===== src/rtl/data_bus_pkg.sv =====
// Shared types for the two-master data BRAM arbiter.
// Master identifiers, the per-master request bundle and the default word-address width.
package data_bus_pkg;

    localparam int DATA_BUS_ADDR_W = 30;

    typedef enum logic [1:0] {
        M0   = 2'd0,
        M1   = 2'd1,
        NONE = 2'd2
    } bus_master_e;

    typedef struct packed {
        logic                       req;
        logic                       we;
        logic                       lock;
        logic [DATA_BUS_ADDR_W-1:0] addr;
        logic [3:0]                 mask;
        logic [31:0]                wdata;
    } bus_req_t;

endpackage


===== src/rtl/data_bus_arbiter.sv =====
// Shares the single-ported data BRAM between the core (m0, priority) and a loader/DMA (m1).
// Grant is combinational (0 cycles), read data returns 1 enabled cycle later; m1 is starvation-protected.
module data_bus_arbiter
    import data_bus_pkg::*;
#(
    parameter int unsigned STARVE_LIMIT = 4,
    parameter int unsigned ADDR_W       = DATA_BUS_ADDR_W
) (
    input  logic              clk,
    input  logic              sync_rst,
    input  logic              clk_en,
    input  logic              m0_req,
    input  logic              m1_req,
    input  logic              m0_we,
    input  logic              m1_we,
    input  logic              m0_lock,
    input  logic              m1_lock,
    input  logic [ADDR_W-1:0] m0_addr,
    input  logic [ADDR_W-1:0] m1_addr,
    input  logic [3:0]        m0_mask,
    input  logic [3:0]        m1_mask,
    input  logic [31:0]       m0_wdata,
    input  logic [31:0]       m1_wdata,
    output logic              m0_gnt,
    output logic              m1_gnt,
    output logic              m0_rvalid,
    output logic              m1_rvalid,
    output logic [31:0]       m0_rdata,
    output logic [31:0]       m1_rdata,
    output logic              mem_en,
    output logic              mem_we,
    output logic [ADDR_W-1:0] mem_addr,
    output logic [3:0]        mem_mask,
    output logic [31:0]       mem_wdata,
    input  logic [31:0]       mem_rdata
);

    localparam logic [7:0] LIMIT = 8'(STARVE_LIMIT);

    bus_master_e owner_q;
    logic        lock_q;
    logic [7:0]  starve_cnt;
    logic        tag_vld;
    logic        tag_id;

    bus_req_t    m0_r;
    bus_req_t    m1_r;
    bus_req_t    sel_r;
    logic        owner_req;
    logic        owner_lock;
    logic        any_gnt;

    // Addresses are carried in the package-width field; ADDR_W must not exceed it.
    assign m0_r = '{req: m0_req, we: m0_we, lock: m0_lock,
                    addr: DATA_BUS_ADDR_W'(m0_addr), mask: m0_mask, wdata: m0_wdata};
    assign m1_r = '{req: m1_req, we: m1_we, lock: m1_lock,
                    addr: DATA_BUS_ADDR_W'(m1_addr), mask: m1_mask, wdata: m1_wdata};

    always_comb begin
        m0_gnt = 1'b0;
        m1_gnt = 1'b0;
        if (clk_en && !sync_rst) begin
            if (lock_q) begin
                if (owner_q == M0) begin
                    m0_gnt = m0_req;
                end else if (owner_q == M1) begin
                    m1_gnt = m1_req;
                end
            end else if (starve_cnt == LIMIT && m1_req) begin
                m1_gnt = 1'b1;
            end else if (m0_req) begin
                m0_gnt = 1'b1;
            end else if (m1_req) begin
                m1_gnt = 1'b1;
            end
        end
    end

    always_comb begin
        owner_req  = 1'b0;
        owner_lock = 1'b0;
        case (owner_q)
            M0:      begin owner_req = m0_req; owner_lock = m0_lock; end
            M1:      begin owner_req = m1_req; owner_lock = m1_lock; end
            default: begin owner_req = 1'b0;   owner_lock = 1'b0;    end
        endcase
    end

    assign sel_r     = m1_gnt ? m1_r : m0_r;
    assign any_gnt   = (m0_gnt | m1_gnt) & sel_r.req;
    assign mem_en    = any_gnt;
    assign mem_we    = any_gnt & sel_r.we;
    assign mem_addr  = ADDR_W'(sel_r.addr);
    assign mem_mask  = sel_r.mask;
    assign mem_wdata = sel_r.wdata;

    // The tag is only consumed on an enabled edge, so rvalid stays visible while clk_en is low.
    assign m0_rvalid = tag_vld & ~tag_id & ~sync_rst;
    assign m1_rvalid = tag_vld &  tag_id & ~sync_rst;
    assign m0_rdata  = mem_rdata;
    assign m1_rdata  = mem_rdata;

    always_ff @(posedge clk) begin
        if (sync_rst) begin
            owner_q    <= NONE;
            lock_q     <= 1'b0;
            starve_cnt <= 8'd0;
            tag_vld    <= 1'b0;
            tag_id     <= 1'b0;
        end else if (clk_en) begin
            if (any_gnt) begin
                owner_q <= m1_gnt ? M1 : M0;
                lock_q  <= sel_r.lock;
            end else if (!owner_req || !owner_lock) begin
                lock_q  <= 1'b0;
            end

            // Saturating at the limit lets a locked m0 hold m1 off until the lock drops.
            if (!m1_req || m1_gnt) begin
                starve_cnt <= 8'd0;
            end else if (starve_cnt != LIMIT) begin
                starve_cnt <= starve_cnt + 8'd1;
            end

            tag_vld <= any_gnt & ~sel_r.we;
            tag_id  <= m1_gnt;
        end
    end

endmodule


===== config.mk =====
export PLATFORM = sky130hd
export DESIGN_NAME = data_bus_arbiter
export DESIGN_NICKNAME = d
export VERILOG_FILES = /design/src/rtl/data_bus_pkg.sv /design/src/rtl/data_bus_arbiter.sv
export SDC_FILE = /design/constraint.sdc
export NUM_CORES = 1
export LEC_CHECK = 0
export ABC_AREA = 1
export CORE_AREA = 3 3 120 122
export CTS_BUF_LIST = sky130_fd_sc_hd__clkbuf_4 sky130_fd_sc_hd__clkbuf_8
export DETAILED_ROUTE_END_ITERATION = 12
export DIE_AREA = 0 0 123 125
export HOLD_SLACK_MARGIN = 0.1
export RECOVER_POWER = 100
export SLEW_MARGIN = 40
export SYNTH_ARGS = -nofsm -noshare
export SYNTH_HDL_FRONTEND = slang
export SYNTH_SLANG_ARGS = --single-unit

===== constraint.sdc =====
create_clock -name clk -period 2.8 [get_ports clk]
set_clock_uncertainty 0.1 [all_clocks]
set_input_delay 0.84 -clock clk [delete_from_list [all_inputs] [get_ports clk]]
set_output_delay 0.84 -clock clk [all_outputs]
set_load 0.03 [all_outputs]

Word level (Yosys, flattened, before mapping)
Cells that the tools add are included.
Cells by class
  add/subtract/negate cells: 1
  eq/ne operators: 3
  muxes and demuxes: 20
  bitwise operators: 11
  reductions and logical operators: 14
Operators by type and width (count)
  two-way mux 69 bit: 1
  two-way mux 8 bit: 2
  two-way mux 1 bit: 15
  adder 8 x 1 -> 8 bit (second input constant): 1
  == test 8 x 3 -> 1 bit (second input constant): 1
  inequality test 8 x 3 -> 1 bit (second input constant): 1
  bitwise AND 1 bit: 7
  AND reduction 2 bit: 3
  logical NOT 1 bit: 4
  case mux 1 bit (2 select lines): 2
  nonzero test 2 bit: 2
  inverter 1 bit: 3
  == test 2 x 1 -> 1 bit (second input constant): 1
  logical AND 1 bit: 2
  logical NOT 2 bit: 1
  logical OR 1 bit: 2
  bitwise OR 1 bit: 1
Storage, ports and cells
  bits in registers: 13
  input bits: 173
  output and inout port bits: 136

Logic depth before layout (Yosys ltp)
Gate-level depths: netlist of the first run.
  word-level depth: 9
  mapped depth: 12
  depth with buffers taken out: 12

Worst setup path before layout of the first run
OpenSTA, ideal clock, no wires.
  kind: input to output
  from: in clk_en
  to: out mem_we
  arrival time: 2.020 ns
  path slack: -0.160 ns
  stages on the path: 8
  path buffers: 2
  path through: inv_1 -> nor2_1 -> nand2_2 -> nor2_4 -> nand2_2 -> buf_6 -> buf_6 -> a21oi_1
On the way
  word-level cells in the longest chain between the ends: 5
  elaborated cells on any way between the ends: 7
  classes of those cells: mux (3); bitwise (3); reduce/logical (1)
RTL lines
  start, declared: line data_bus_arbiter.sv:11  | input logic clk_en,
  logical AND 1 bit (*): line data_bus_arbiter.sv:62  | if (clk_en && !sync_rst) begin
  two-way mux 1 bit: line data_bus_arbiter.sv:62
  bitwise OR 1 bit / two-way mux 69 bit (equally long branches): line data_bus_arbiter.sv:90, data_bus_arbiter.sv:89
  bitwise AND 1 bit: line data_bus_arbiter.sv:90  | assign any_gnt = (m0_gnt | m1_gnt) & sel_r.req;
  bitwise AND 1 bit (*): line data_bus_arbiter.sv:92  | assign mem_we = any_gnt & sel_r.we;
  end, declared: line data_bus_arbiter.sv:31  | output logic mem_we,
Mark *: on every way between the ends. The rest lies on a longest branch, timed or not.

Worst setup path in the final report of the first run
  from: in m1_req
  to: out mem_wdata[5]
On the way
  word-level cells in the longest chain between the ends: 6
  elaborated cells on any way between the ends: 9
  classes of those cells: mux (8); reduce/logical (1)
RTL lines
  start, declared: line data_bus_arbiter.sv:13  | input logic m1_req,
  two-way mux 1 bit: line data_bus_arbiter.sv:73  | end else if (m1_req) begin
  two-way mux 1 bit: line data_bus_arbiter.sv:71  | end else if (m0_req) begin
  two-way mux 1 bit: line data_bus_arbiter.sv:69  | end else if (starve_cnt == LIMIT && m1_req) begin
  two-way mux 1 bit (*): line data_bus_arbiter.sv:63  | if (lock_q) begin
  two-way mux 1 bit (*): line data_bus_arbiter.sv:62
  two-way mux 69 bit (*): line data_bus_arbiter.sv:89  | assign sel_r = m1_gnt ? m1_r : m0_r;
  end, declared: line data_bus_arbiter.sv:34  | output logic [31:0] mem_wdata,
Marks and branches as above.

==> results of run 1 <==
-- stage by stage --
stage / cells / total power, mW
6_report: 772 / 1.33
5_1_grt: 772 / 1.39
4_1_cts: 774 / 1.28
3_5_place_dp: 730 / 0.925
3_3_place_gp: 730 / 0.926
2_1_floorplan: 402 / 0.665
-- synthesized netlist by cell type --
cell type    n  area (sq um)
a21oi_1      9          45.0
buf_2       10          50.1
buf_4       64           480
buf_6        6          67.6
dfxtp_1     13           260
ha_1         2          25.0
inv_1       18          67.6
inv_2        2          7.51
nand2_1    236           886
nand2_2      3          18.8
nand3_1      8          40.0
nand4_1      6          37.5
nor2_1      14          52.6
nor2_4       1          11.3
nor3_1       3          15.0
o21ai_0      3          15.0
o21ai_1      1          5.00
o21ai_2      1          8.76
o31ai_1      1          7.51
xor2_1       1          8.76
-- placed cells by master (no fill, tap or decap) --
master           count
a21oi_1              7
nor2_2               3
buf_6               70
nand2_2             73
inv_12               1
nor2_4               2
o31ai_4              1
nor2_1              10
buf_16               6
nand3_4              1
buf_2                2
o21ai_0              3
inv_4                1
clkbuf_16            2
inv_1               15
nand2_4             57
buf_4               24
nand2_1            109
clkbuf_8             3
a21oi_2              2
nand4_1              6
clkbuf_4             1
buf_12              27
clkdlybuf4s50_1    136
o21ai_4              1
ha_1                 2
nand3_1              7
xor2_1               1
dfxtp_1             13
buf_8                3
nor3_1               3
inv_2                3
o21ai_1              1
-- critical path, cell delays in order --
cell	delay (ns)
buf_8	0.08
nand3_4	0.09
nand2_4	0.09
nand2_4	0.05
nor2_4	0.11
nand2_4	0.07
buf_12	0.14
buf_12	0.14
buf_6	0.12
buf_6	0.10
nand2_2	0.05
nand2_2	0.06
buf_12	0.13
-- area by class of cell --
cell class	instances	share of cell area, %
inverters	20	1.61
well taps	176	3.94
multi-input cells	289	32.8
clock buffers	4	0.872
flip-flops and latches	13	4.65
repair buffers	270	56.1
-- worst min path at each step --
stage / from / to / cells after the start
2_1_floorplan: starve_cnt[7]$_SDFFE_PP0P_ / starve_cnt[7]$_SDFFE_PP0P_ / 2
3_3_place_gp: starve_cnt[7]$_SDFFE_PP0P_ / starve_cnt[7]$_SDFFE_PP0P_ / 2
3_5_place_dp: tag_vld$_SDFFE_PP0P_ / tag_vld$_SDFFE_PP0P_ / 2
4_1_cts: tag_vld$_SDFFE_PP0P_ / tag_vld$_SDFFE_PP0P_ / 2
5_1_grt: tag_id$_SDFFE_PP0P_ / tag_id$_SDFFE_PP0P_ / 2
6_report: tag_vld$_SDFFE_PP0P_ / tag_vld$_SDFFE_PP0P_ / 2
-- logic make-up after synthesis --
kind of cell    count (synthesis)  synth area share, %
xor+xnor                        1                0.415
compound gates                 15                 3.85
buf+inv                       100                 31.9
fa+ha+maj                       2                 1.19
simple gates                  271                 50.3
flops                          13                 12.3
-- report_power, final --
part | internal [mW] | switching (mW) | total, mW
clock | 0.110 | 0.0763 | 0.187
combinational | 0.503 | 0.439 | 0.943
sequential | 0.192 | 0.00927 | 0.202
total | 0.806 | 0.525 | 1.33
-- state kept, by name, summed over array words and instances, names as in the netlist --
register,flops
owner_q,2
starve_cnt,8
tag_vld,1
lock_q,1
tag_id,1
-- routing by layer --
| metal | up-vias | track usage, % | routed length, um |
|---|---|---|---|
| met5 | - | 0 | 0 |
| met4 | 0 | 1.50 | 95 |
| met3 | 15 | 6.10 | 1650 |
| met2 | 192 | 26.3 | 6410 |
| met1 | 1386 | 19.1 | 5070 |
| li1 | 1543 | - | - |
-- repair_timing --
action,CTS,global route
endpoints found under the setup margin,70,71
buffers inserted,35,1
gates resized for setup,202,97
pin swaps,25,31
cloned,7,2
==> run metrics, run 1 <==
initial core utilization 15.9%; Antenna Cells 0; final setup TNS -11.80 ns; IO Pins 309; CP Launch Type input pin; yosys warns 0; Die Y 125 um; total track usage 15.5%; # fillers 1307; Slew @ Worst Pin 0.443 ns; clk_lat worst skew 0.25 ns; via/cell ratio 4.06; die footprint 15400 sq um; RSZ-0062 raised after global routing yes; Seq/Total Area, Yosys 12.3%; register area 260 sq um; Remaining DRCs 0; total routed wirelength 13200 um; Cells after Synth 402; P per Cell Area 238 nW/um^2; Bufs on Longest Clock Path 2; Hold Buf Count CTS 0; Synthesized Nets 577; TritonCTS Buffers 3; clock sinks 13; antenna violations before repair 0; IO Port Bufs 212; Setup WS pre-CTS -0.653 ns; Yosys reg bits 13; minimum clock period 3.04 ns; Cell variety after synth 20; failing checks setup timing; status complete, but fails checks; final hold vios 0; root buffer cell clkbuf_8; critical path required time 1.86 ns; Worst setup startpoint m1_req; total core area 13300 sq um; worst reg2reg path depth 19; GRT Residual Overflow 0; Post-DP Area 4100 sq um; vias 3136; hpwl dp 9040 um; endpoints failing setup 70; largest net degree at the start of global routing 22; Final Max Tran Viols 0; leakage 2.69 nW; R2R Setup Slk 0.16 ns; Worst-path clk slew 0.06 ns; first-pass GRT wire length 18600 um; Max-Cap Viols 0; Multi-input gate area 1840 sq um; routed len/inst 17.1 um; Post-DRT Antenna Nets 0; setup ws final -0.240 ns; fin crit share 109%; final hold slack 0.391 ns; origin of the critical flop-to-flop path owner_q[0]$_SDFFE_PP0P_; initial DRC count 132; Placer Congestion 0.788; Peak VDD IR 0.188 mV; area added between synthesis and finish 165%; reg2reg end lock_q$_SDFFE_PP0P_; Worst slew margin 70.4%; maximum fanout along the worst path 5; Data arrival, critical path 2.10 ns; number of global-route vias before repair 3193; # nets final 772; post-route design area 5600 sq um; Syn Area/Cell 5.25 sq um; layout cells sized above 1 47.5%; TritonCTS clock tree built; H-tree lvl count 1; Post-Syn Area 2110 sq um; die width 123 um; critical path class in -> out; Worst Setup EP mem_wdata[5]; router iterations before antenna repair 4; Fmax 329 MHz; HP Class reg -> reg; final core utilization 42.1%; site row count 42; crit end category output pin
Power figures use the tool's default switching activity.
==> inputs of run 2 (changes only) <==
GPL_TIMING_DRIVEN = 1   (was default)
SLEW_MARGIN = default   (was 40)
==> results of run 2 <==
Final layout, timing and power as in run 1 (identical DEF).
